## src/rtl/noc_mesh_pkg.sv

```systemverilog
// Shared constants and helpers for the 4x4 mesh network interface.
// Holds the datapath widths, the TX FSM state type and the logical-to-grid address map.
package noc_mesh_pkg;

  localparam int unsigned ADDR_W = 8;
  localparam int unsigned DATA_W = 32;
  localparam int unsigned GRID_W = 6;
  localparam int unsigned MESH_N = 4;
  localparam int unsigned DEST_W = 4;

  typedef enum logic [1:0] {
    T_IDLE,
    T_SEND,
    T_GAP
  } tx_state_e;

  // The router grid carries a one-node halo ring, so interior node (row, col)
  // sits at (row+1, col+1) of a GRID_W-wide grid.
  function automatic logic [ADDR_W-1:0] logical_to_grid(input logic [DEST_W-1:0] d);
    int unsigned row;
    int unsigned col;
    row = int'(d) / MESH_N;
    col = int'(d) % MESH_N;
    return ADDR_W'((row + 1) * GRID_W + col + 1);
  endfunction

endpackage

```

## src/rtl/noc_sync_fifo.sv

```systemverilog
// Synchronous FIFO, single clock, synchronous active-low reset.
// Ports:
//   i_clk, i_rst      clock, synchronous active-low reset
//   i_push, i_wdata   write request; ignored while full
//   i_pop             read request; ignored while empty
//   o_rdata           head entry (stable while empty, 0 after reset)
//   o_full, o_empty   occupancy flags
module noc_sync_fifo #(
  parameter int unsigned DATA_W = 32,
  parameter int unsigned DEPTH  = 4
) (
  input  logic              i_clk,
  input  logic              i_rst,
  input  logic              i_push,
  input  logic [DATA_W-1:0] i_wdata,
  input  logic              i_pop,
  output logic [DATA_W-1:0] o_rdata,
  output logic              o_full,
  output logic              o_empty
);

  localparam int unsigned PTR_W = (DEPTH > 1) ? $clog2(DEPTH) : 1;
  localparam int unsigned CNT_W = $clog2(DEPTH + 1);

  logic [DATA_W-1:0] r_mem [DEPTH];
  logic [PTR_W-1:0]  r_wr_ptr;
  logic [PTR_W-1:0]  r_rd_ptr;
  logic [CNT_W-1:0]  r_count;

  logic w_do_push;
  logic w_do_pop;

  assign o_full    = (r_count == CNT_W'(DEPTH));
  assign o_empty   = (r_count == '0);
  // Push while empty is not bypassed: the new entry shows up after the edge.
  assign w_do_push = i_push & ~o_full;
  assign w_do_pop  = i_pop & ~o_empty;
  assign o_rdata   = r_mem[r_rd_ptr];

  // DEPTH is a power of two, so pointers wrap by natural overflow.
  always_ff @(posedge i_clk) begin
    if (!i_rst) begin
      r_wr_ptr <= '0;
      r_rd_ptr <= '0;
      r_count  <= '0;
      for (int i = 0; i < int'(DEPTH); i++) begin
        r_mem[i] <= '0;
      end
    end else begin
      if (w_do_push) begin
        r_mem[r_wr_ptr] <= i_wdata;
        r_wr_ptr        <= r_wr_ptr + 1'b1;
      end
      if (w_do_pop) begin
        r_rd_ptr <= r_rd_ptr + 1'b1;
      end
      r_count <= r_count + CNT_W'(w_do_push) - CNT_W'(w_do_pop);
    end
  end

endmodule

```

## src/rtl/noc_net_iface_32b.sv

```systemverilog
// Network interface between a processing element and the local port of one 4x4 mesh router node.
// TX path: PE flits are queued, mapped to grid addresses and handed to the router with a
//   valid/ack handshake; flits addressed to this node loop straight back into the RX queue.
// RX path: router flits addressed to this node are queued for the PE, others are dropped
//   and counted.
// Ports:
//   i_clk, i_rst                             clock, synchronous active-low reset
//   i_pe_tx_valid/o_pe_tx_ready/dest/data    PE transmit stream
//   o_pe_rx_valid/i_pe_rx_ready/o_pe_rx_data PE receive stream
//   o_out_addr/data/valid, i_from_out_ack    router input handshake
//   i_in_addr/data/valid, o_to_in_ack        router output handshake
//   o_drop_count                             saturating misaddressed-flit counter
module noc_net_iface_32b
  import noc_mesh_pkg::*;
#(
  parameter int unsigned ID       = 0,
  parameter int unsigned TX_DEPTH = 4,
  parameter int unsigned RX_DEPTH = 4
) (
  input  logic              i_clk,
  input  logic              i_rst,
  input  logic              i_pe_tx_valid,
  output logic              o_pe_tx_ready,
  input  logic [DEST_W-1:0] i_pe_tx_dest,
  input  logic [DATA_W-1:0] i_pe_tx_data,
  output logic              o_pe_rx_valid,
  input  logic              i_pe_rx_ready,
  output logic [DATA_W-1:0] o_pe_rx_data,
  output logic [ADDR_W-1:0] o_out_addr,
  output logic [DATA_W-1:0] o_out_data,
  output logic              o_out_valid,
  input  logic              i_from_out_ack,
  input  logic [ADDR_W-1:0] i_in_addr,
  input  logic [DATA_W-1:0] i_in_data,
  input  logic              i_in_valid,
  output logic              o_to_in_ack,
  output logic [7:0]        o_drop_count
);

  localparam logic [DEST_W-1:0] MY_ID = DEST_W'(ID);
  localparam logic [ADDR_W-1:0] MY_G  = logical_to_grid(MY_ID);
  localparam int unsigned       TX_W  = DEST_W + DATA_W;

  tx_state_e r_state;

  logic [TX_W-1:0]   w_tx_wdata;
  logic [TX_W-1:0]   w_tx_rdata;
  logic              w_tx_full;
  logic              w_tx_empty;
  logic              w_tx_pop;
  logic [DEST_W-1:0] w_head_dest;
  logic [DATA_W-1:0] w_head_data;
  logic              w_head_local;

  logic              w_rx_full;
  logic              w_rx_empty;
  logic              w_rx_push;
  logic [DATA_W-1:0] w_rx_wdata;

  logic              w_addr_hit;
  logic              w_net_take;
  logic              w_net_wr;
  logic              w_launch;
  logic              w_loop;

  assign w_tx_wdata   = {i_pe_tx_dest, i_pe_tx_data};
  assign w_head_dest  = w_tx_rdata[TX_W-1:DATA_W];
  assign w_head_data  = w_tx_rdata[DATA_W-1:0];
  assign w_head_local = (w_head_dest == MY_ID);

  // Router side: ack spacing of one cycle lets the router retire the flit before we sample
  // in_valid again. A misaddressed flit needs no RX slot, so it is taken even when RX is full.
  assign w_addr_hit = (i_in_addr == MY_G);
  assign w_net_take = i_in_valid & ~o_to_in_ack & (~w_addr_hit | ~w_rx_full);
  assign w_net_wr   = w_net_take & w_addr_hit;

  // Loopback shares the RX write port; the network flit wins a same-cycle conflict.
  assign w_launch  = (r_state == T_IDLE) & ~w_tx_empty & ~w_head_local;
  assign w_loop    = (r_state == T_IDLE) & ~w_tx_empty & w_head_local & ~w_rx_full & ~w_net_wr;
  assign w_tx_pop  = w_launch | w_loop;

  assign w_rx_push  = w_net_wr | w_loop;
  assign w_rx_wdata = w_net_wr ? i_in_data : w_head_data;

  assign o_pe_tx_ready = ~w_tx_full;
  assign o_pe_rx_valid = ~w_rx_empty;

  noc_sync_fifo #(
    .DATA_W (TX_W),
    .DEPTH  (TX_DEPTH)
  ) u_tx_fifo (
    .i_clk   (i_clk),
    .i_rst   (i_rst),
    .i_push  (i_pe_tx_valid),
    .i_wdata (w_tx_wdata),
    .i_pop   (w_tx_pop),
    .o_rdata (w_tx_rdata),
    .o_full  (w_tx_full),
    .o_empty (w_tx_empty)
  );

  noc_sync_fifo #(
    .DATA_W (DATA_W),
    .DEPTH  (RX_DEPTH)
  ) u_rx_fifo (
    .i_clk   (i_clk),
    .i_rst   (i_rst),
    .i_push  (w_rx_push),
    .i_wdata (w_rx_wdata),
    .i_pop   (i_pe_rx_ready),
    .o_rdata (o_pe_rx_data),
    .o_full  (w_rx_full),
    .o_empty (w_rx_empty)
  );

  // TX FSM with registered router-facing outputs.
  always_ff @(posedge i_clk) begin
    if (!i_rst) begin
      r_state     <= T_IDLE;
      o_out_valid <= 1'b0;
      o_out_addr  <= '0;
      o_out_data  <= '0;
    end else begin
      unique case (r_state)
        T_IDLE: begin
          if (w_launch) begin
            o_out_addr  <= logical_to_grid(w_head_dest);
            o_out_data  <= w_head_data;
            o_out_valid <= 1'b1;
            r_state     <= T_SEND;
          end
        end
        T_SEND: begin
          if (i_from_out_ack) begin
            o_out_valid <= 1'b0;
            r_state     <= T_GAP;
          end
        end
        T_GAP: begin
          // Gives the router a cycle to drop its ack before the next flit is offered.
          r_state <= T_IDLE;
        end
        default: begin
          r_state     <= T_IDLE;
          o_out_valid <= 1'b0;
        end
      endcase
    end
  end

  always_ff @(posedge i_clk) begin
    if (!i_rst) begin
      o_to_in_ack  <= 1'b0;
      o_drop_count <= '0;
    end else begin
      o_to_in_ack <= w_net_take;
      if (w_net_take && !w_addr_hit && o_drop_count != 8'hFF) begin
        o_drop_count <= o_drop_count + 8'd1;
      end
    end
  end

endmodule

```

## config.mk

```make
export PLATFORM = sky130hd
export DESIGN_NAME = noc_net_iface_32b
export DESIGN_NICKNAME = d
export VERILOG_FILES = /design/src/rtl/noc_mesh_pkg.sv /design/src/rtl/noc_sync_fifo.sv /design/src/rtl/noc_net_iface_32b.sv
export SDC_FILE = /design/constraint.sdc
export NUM_CORES = 1
export LEC_CHECK = 0
export CAP_MARGIN = 5
export CORE_MARGIN = 5
export CORE_UTILIZATION = 28
export CTS_BUF_LIST = sky130_fd_sc_hd__clkbuf_8
export DETAILED_ROUTE_END_ITERATION = 10
export GPL_ROUTABILITY_DRIVEN = 1
export PLACE_DENSITY = 0.45
export SETUP_SLACK_MARGIN = 0.5
export SLEW_MARGIN = 20
export SYNTH_ARGS = -nofsm -noshare
export SYNTH_HDL_FRONTEND = slang
export SYNTH_HIERARCHICAL = 1
export SYNTH_SLANG_ARGS = --single-unit
export TNS_END_PERCENT = 50
```

## constraint.sdc

```tcl
create_clock -name i_clk -period 12.81 [get_ports i_clk]
set_input_delay 2.562 -clock i_clk [delete_from_list [all_inputs] [get_ports i_clk]]
set_output_delay 2.562 -clock i_clk [all_outputs]
set_load 0.03 [all_outputs]
```

==> impl_metrics.env, run 1 <==
export IMPL_num_vias=8839
export IMPL_clock_skew_ps=16.4
export IMPL_port_buffers=164
export IMPL_nFillCells=5377
export IMPL_r2r_end="u_rx_fifo/r_mem[0][9]"
export IMPL_hp_start="o_out_data[27]"
export IMPL_seq_area_frac_synth_pct=61.8
export IMPL_final_cell_mix="and2_1, edfxtp_1, clkdlybuf4s50_1"
export IMPL_grt_total_usage_pct=13.6
export IMPL_hold_buffers=0
export IMPL_cp_end_kind="register"
export IMPL_initial_core_util_pct=28.1
export IMPL_ir_worst_vdd_v=0.000118
export IMPL_layout_commonest_cell="and2_1"
export IMPL_synthDistinctLibCells=57
export IMPL_die_area_um2=59900
export IMPL_worstSkewPairLatency_ps=640
export IMPL_avgSynthCellArea_um2=14.7
export IMPL_wl_per_cell_um=20.6
export IMPL_max_cap_violations=0
export IMPL_routed_via_density=4.43
export IMPL_clock_fmax_ghz=0.165
export IMPL_hpwl_um=26700
export IMPL_first_pass_iters=5
export IMPL_rrSetupSlack_ps=7410
export IMPL_drive_gt1_share_pct=17.6
export IMPL_cp_top_family="simple AND/OR/NAND/NOR gates"
export IMPL_slew_violations=0
export IMPL_grt_pass1_wl_um=61600
export IMPL_fin_util_pct=34.5
export IMPL_place_gp_congestion=0.728
export IMPL_fp_dieH_um=245
export IMPL_fp_coreArea_um2=54900
export IMPL_first_global_vias=9450
export IMPL_yosysTopAreaCellShare_pct=52.9
export IMPL_outcome="finished clean"
export IMPL_fin_setup_tns_ps=0
export IMPL_clock_path_buffers=3
export IMPL_synth_seq_cells=341
export IMPL_cts_htree_levels=2
export IMPL_worstPathArrival_ps=6340
export IMPL_root_buffer="clkbuf_8"
export IMPL_rsz0062_at_grt="false"
export IMPL_worstMarginPinSlew_ps=1040
export IMPL_r2r_cells=10
export IMPL_crit_type="primary input to register"
export IMPL_syn_num_nets=1150
export IMPL_area_growth_pct=22.5
export IMPL_synthTopCellsByArea="edfxtp_1, and2_1, mux4_2, dfxtp_1, mux2_4"
export IMPL_remaining_drc_errors=0
export IMPL_die_w_um=245
export IMPL_power_density_nw_per_um2=183
export IMPL_crit_chain="clkdlybuf4s50_1 -> or4_4 -> or4_4 -> o31ai_1 -> nor4b_4 -> buf_4 -> nand2b_1 -> buf_4"
export IMPL_cp_slowest_cell="or4_4"
export IMPL_clk_pin_slew_worst_paths_ps=60
export IMPL_yosysWarnings=6
export IMPL_setup_viol_count_final=0
export IMPL_start_kind="primary input"
export IMPL_first_iter_violations=498
export IMPL_cts_made_buffers=61
export IMPL_crit_required_ps=13110
export IMPL_hold_viol=0
export IMPL_slew_headroom_pct=30.3
export IMPL_period_needed_ps=6040
export IMPL_clock_sinks=341
export IMPL_cts_setup_buffers=0
export IMPL_ant_nets=0
export IMPL_num_rows=86
export IMPL_wirelength_um=41000
export IMPL_synth_area_um2=15400
export IMPL_grt_overflow_total=0
export IMPL_synth_edff_count=272
export IMPL_critical_path_max_fanout=34
export IMPL_grt_max_degree=46
export IMPL_leakagePower_uw=0.00689
export IMPL_slowest_delay_ps=840
export IMPL_cts_resized=0
export IMPL_path_buf_inv=3
export IMPL_num_io_pins=166
export IMPL_total_power_uw=3470
export IMPL_synthArstFlopShare_pct=0
export IMPL_ys_flop_type="edfxtp_1"
export IMPL_synth_area_leader_cell="edfxtp_1"
export IMPL_holdPathEnd="o_out_data[27]"
export IMPL_min_path_type="register to register"
export IMPL_syn_instance_count=1053
export IMPL_holdPathStages=2
export IMPL_antenna_found_initial=5
export IMPL_fin_nets=1336
export IMPL_cts_tree="done"
export IMPL_fin_crit_sh_pct=47.2
## per-layer routing
| layer | GRT usage (%) | vias up | wire length (µm) |
|---|---|---|---|
| met2 | 22.6 | 186 | 19800 |
| li1 | - | 4204 | - |
| met1 | 17.9 | 4395 | 18500 |
| met4 | 2.76 | 4 | 520 |
| met5 | 0 | - | 34 |
| met3 | 3.61 | 50 | 2180 |
## flip-flops by register name (all words and copies together) (netlist names), named ones only
signal and cells:
o_drop_count 8, o_out_addr 7, o_out_data 32, o_out_valid 1, o_to_in_ack 1, r_state 2
u_rx_fifo/r_count 3, u_rx_fifo/r_mem 128, u_rx_fifo/r_rd_ptr 2, u_rx_fifo/r_wr_ptr 2, u_tx_fifo/r_count 3, u_tx_fifo/r_mem 144
u_tx_fifo/r_rd_ptr 2, u_tx_fifo/r_wr_ptr 2
## kinds of logic (layout without fill, tap and decap cells)
kind of cell / Yosys count / count (layout) / synth area share [%]
and+or+nand+nor: 425 / 425 / 16.6
other: 1 / 3 / 0.0243
AOI/OAI and AO/OA: 79 / 79 / 2.92
xor gates and xnor gates: 10 / 10 / 0.567
adders and majority gates: 15 / 15 / 1.36
buffers and inverters: 79 / 317 / 3.50
muxes: 103 / 103 / 13.2
DFF: 341 / 341 / 61.8
## worst reg2reg max path: cells and delay by family (launching register included)
family	cells	cell delay (ps)
AO/OA/AOI/OAI	1	590
buffers and inverters	4	1590
AND/OR/NAND/NOR	3	1330
adder cells (fa/ha/maj)	1	210
flip-flops	1	610
multiplexers	1	700
## per-stage QoR
stage               area [µm²]  setup slack, ps  hold slack [ps]  instances
global placement         17700             6190              443       1879
detailed placement       17700             6060              445       1879
floorplan                15400             5770              461       1053
CTS                      18900             6770              455       1994
finish                   18900             6770              454       1997
global route             18900             6580              478       1995
## area by class of cell
cell class	instances	area [µm²]	share of cell area, %
diodes	2	5.00	0.0265
flip-flops and latches	341	9550	50.5
clock buffers	71	977	5.17
inverters	17	68.8	0.364
repair buffers	185	1810	9.59
multi-input cells	633	5420	28.6
clock inverters	44	201	1.06
well taps	704	881	4.66
## power breakdown
group / leakage (µW) / internal, µW / switching (µW)
sequential: 0.00338 / 1340 / 81.8
clock: 0.000718 / 520 / 454
combinational: 0.00279 / 457 / 614
total: 0.00689 / 2320 / 1150
## synthesized netlist by cell type (9+ instances only)
library cell	instances
clkbuf_1	21
edfxtp_1	272
buf_6	23
mux4_2	68
and2_1	278
inv_1	14
buf_2	11
nand3_1	9
a21oi_1	44
ha_1	12
dfxtp_1	69
mux2_4	29
o21ai_0	17
nand2_1	84
## how the worst max path moves through the flow
stage                       startpoint  cells past startpoint  slack, ps                endpoint
after floorplan           i_in_addr[5]                      7       5770   u_rx_fifo/r_mem[2][0]
after global placement    i_in_addr[5]                      8       6190   u_rx_fifo/r_mem[0][7]
after detailed placement  i_in_addr[5]                      8       6060   u_rx_fifo/r_mem[0][6]
after CTS                 i_in_addr[5]                      8       6770  u_rx_fifo/r_mem[0][24]
after global routing      i_in_addr[5]                      8       6580   u_rx_fifo/r_mem[0][9]
final                     i_in_addr[5]                      8       6770   u_rx_fifo/r_mem[0][9]
(Power assumes the default switching activity.)
==> inputs of run 2 (changes only) <==
--- a/config.mk
+++ b/config.mk
@@ -11,7 +11,7 @@
 export CTS_BUF_LIST = sky130_fd_sc_hd__clkbuf_8
 export DETAILED_ROUTE_END_ITERATION = 10
 export GPL_ROUTABILITY_DRIVEN = 1
-export PLACE_DENSITY = 0.45
+export PLACE_DENSITY = 0.47
 export SETUP_SLACK_MARGIN = 0.5
 export SLEW_MARGIN = 20
 export SYNTH_ARGS = -nofsm -noshare
==> constraint.sdc (replaced) <==
create_clock -name i_clk -period 5.1 [get_ports i_clk]
set_input_delay 1.02 -clock i_clk [delete_from_list [all_inputs] [get_ports i_clk]]
set_output_delay 1.02 -clock i_clk [all_outputs]
set_load 0.03 [all_outputs]
==> impl_metrics.env, run 2 (same netlist as run 1, synthesis figures left out) <==
export IMPL_ant_nets=0
export IMPL_num_io_pins=166
export IMPL_place_gp_congestion=0.731
export IMPL_slew_violations=0
export IMPL_area_growth_pct=22.3
export IMPL_setup_viol_count_final=0
export IMPL_path_buf_inv=3
export IMPL_cts_made_buffers=61
export IMPL_r2r_cells=14
export IMPL_crit_type="register to register"
export IMPL_total_power_uw=8550
export IMPL_clock_sinks=341
export IMPL_max_cap_violations=0
export IMPL_slowest_delay_ps=630
export IMPL_root_buffer="clkbuf_8"
export IMPL_hp_start="o_out_data[12]"
export IMPL_hold_buffers=0
export IMPL_multi_input_area_um2=5430
export IMPL_worstSkewPairLatency_ps=650
export IMPL_critical_path_max_fanout=8
export IMPL_first_global_vias=9355
export IMPL_use_met1_pct=17.2
export IMPL_num_rows=86
export IMPL_rrSetupSlack_ps=990
export IMPL_grt_max_degree=39
export IMPL_wl_per_cell_um=20.3
export IMPL_top_register="u_tx_fifo/r_mem"
export IMPL_cp_slowest_cell="mux4_2"
export IMPL_leakagePower_uw=0.00686
export IMPL_first_pass_iters=5
export IMPL_final_cell_mix="and2_1, edfxtp_1, clkdlybuf4s50_1"
export IMPL_fp_coreArea_um2=54900
export IMPL_drive_gt1_share_pct=17.6
export IMPL_hpwl_um=26200
export IMPL_largest_reg_flops=144
export IMPL_port_buffers=164
export IMPL_seqCellArea_um2=9550
export IMPL_fin_setup_tns_ps=0
export IMPL_period_needed_ps=4110
export IMPL_fp_dieH_um=245
export IMPL_start_kind="register"
export IMPL_grtUsageMet2_pct=22.1
export IMPL_die_area_um2=59900
export IMPL_holdPathStages=2
export IMPL_num_vias=8876
export IMPL_outcome="finished clean"
export IMPL_nFillCells=5396
export IMPL_routed_via_density=4.44
export IMPL_antenna_found_initial=10
export IMPL_first_iter_violations=491
export IMPL_fin_nets=1338
export IMPL_hold_viol=0
export IMPL_grt_overflow_total=0
export IMPL_remaining_drc_errors=0
export IMPL_fin_crit_sh_pct=80.7
export IMPL_min_path_type="register to register"
export IMPL_grt_pass1_wl_um=60600
export IMPL_crit_chain="mux4_2 -> inv_1 -> ha_1 -> or3b_2 -> o31ai_2 -> nand2_1 -> ha_1 -> inv_1 -> ha_1 -> inv_1 -> fa_1 -> xnor2_1 -> xnor2_1 -> and2_1"
export IMPL_grt_busiest_layer="met2"
export IMPL_fin_hold_ws_ps=454
export IMPL_met3_usage_pct=3.35
export IMPL_cts_htree_levels=2
export IMPL_clock_path_buffers=3
export IMPL_rsz0062_at_grt="false"
export IMPL_cts_setup_buffers=0
export IMPL_worstPathArrival_ps=4630
export IMPL_initial_core_util_pct=28.1
export IMPL_ir_worst_vdd_v=0.000193
export IMPL_cp_top_family="adder cells"
export IMPL_clock_skew_ps=24.9
export IMPL_power_density_nw_per_um2=453
export IMPL_clock_fmax_ghz=0.243
export IMPL_reg_top3="u_tx_fifo/r_mem: 144 flops, u_rx_fifo/r_mem: 128 flops, o_out_data: 32 flops"
export IMPL_slew_headroom_pct=36.5
export IMPL_cts_tree="done"
export IMPL_crit_required_ps=5620
export IMPL_worstMarginPinSlew_ps=950
export IMPL_grt_total_usage_pct=13.3
export IMPL_wirelength_um=40700
export IMPL_clk_pin_slew_worst_paths_ps=60
export IMPL_layout_commonest_cell="and2_1"
export IMPL_holdPathEnd="o_out_data[12]"
export IMPL_die_w_um=245
export IMPL_r2r_end="u_rx_fifo/r_count[2]"
export IMPL_cp_end_kind="register"
==> run 2: worst register-to-register path, cell delays in order, from the launching register on <==
cell	delay (ps)
dfxtp_2	490
mux4_2	630
inv_1	190
ha_1	180
or3b_2	500
o31ai_2	410
nand2_1	240
ha_1	340
inv_1	60
ha_1	130
inv_1	50
fa_1	370
xnor2_1	140
xnor2_1	120
and2_1	150
==> run 2: layout make-up <==
type                       instances  share of cell area [%]
clock inverter                    48                    1.07
antenna                            4                  0.0530
tap                              704                    4.67
timing repair buffer             187                    9.58
sequential                       341                    50.6
multi-input combinational        633                    28.8
inverter                          17                   0.365
clock buffer                      67                    4.88
==> run 2: power by group <==
group / switching (µW) / internal (µW)
sequential: 159 / 3360
clock: 1140 / 1200
combinational: 1570 / 1120
total: 2860 / 5680
==> run 2: what timing repair did <==
item | in CTS | in global routing
setup endpoints to repair | 0 | 1
resized for setup | 0 | 1
hold endpoints to repair | 0 | 0
==> run 2: worst max path at each step <==
stage	start	cells past startpoint	endpoint
final	register	14	u_rx_fifo/r_count[2]
after global routing	register	14	u_rx_fifo/r_count[2]
after CTS	register	14	u_rx_fifo/r_count[2]
after detailed placement	i_in_addr[5]	13	u_rx_fifo/r_count[2]
after global placement	i_in_addr[5]	14	u_tx_fifo/r_count[2]
after floorplan	i_in_addr[5]	7	u_rx_fifo/r_mem[3][0]
==> run 2: metrics by stage <==
step	utilization [%]	setup slack, ps	instances	cell area, µm²
detailed placement	32.3	594	1882	17700
finish	34.4	987	2001	18900
CTS	34.4	729	1997	18900
floorplan	-	482	1053	15400
global route	34.4	747	2000	18900
global placement	32.3	625	1882	17700
==> run 2: layer usage <==
layer / vias up / wire (µm)
met2: 191 / 19700
met3: 64 / 2150
met1: 4409 / 18000
li1: 4200 / -
met5: - / 53
met4: 12 / 829
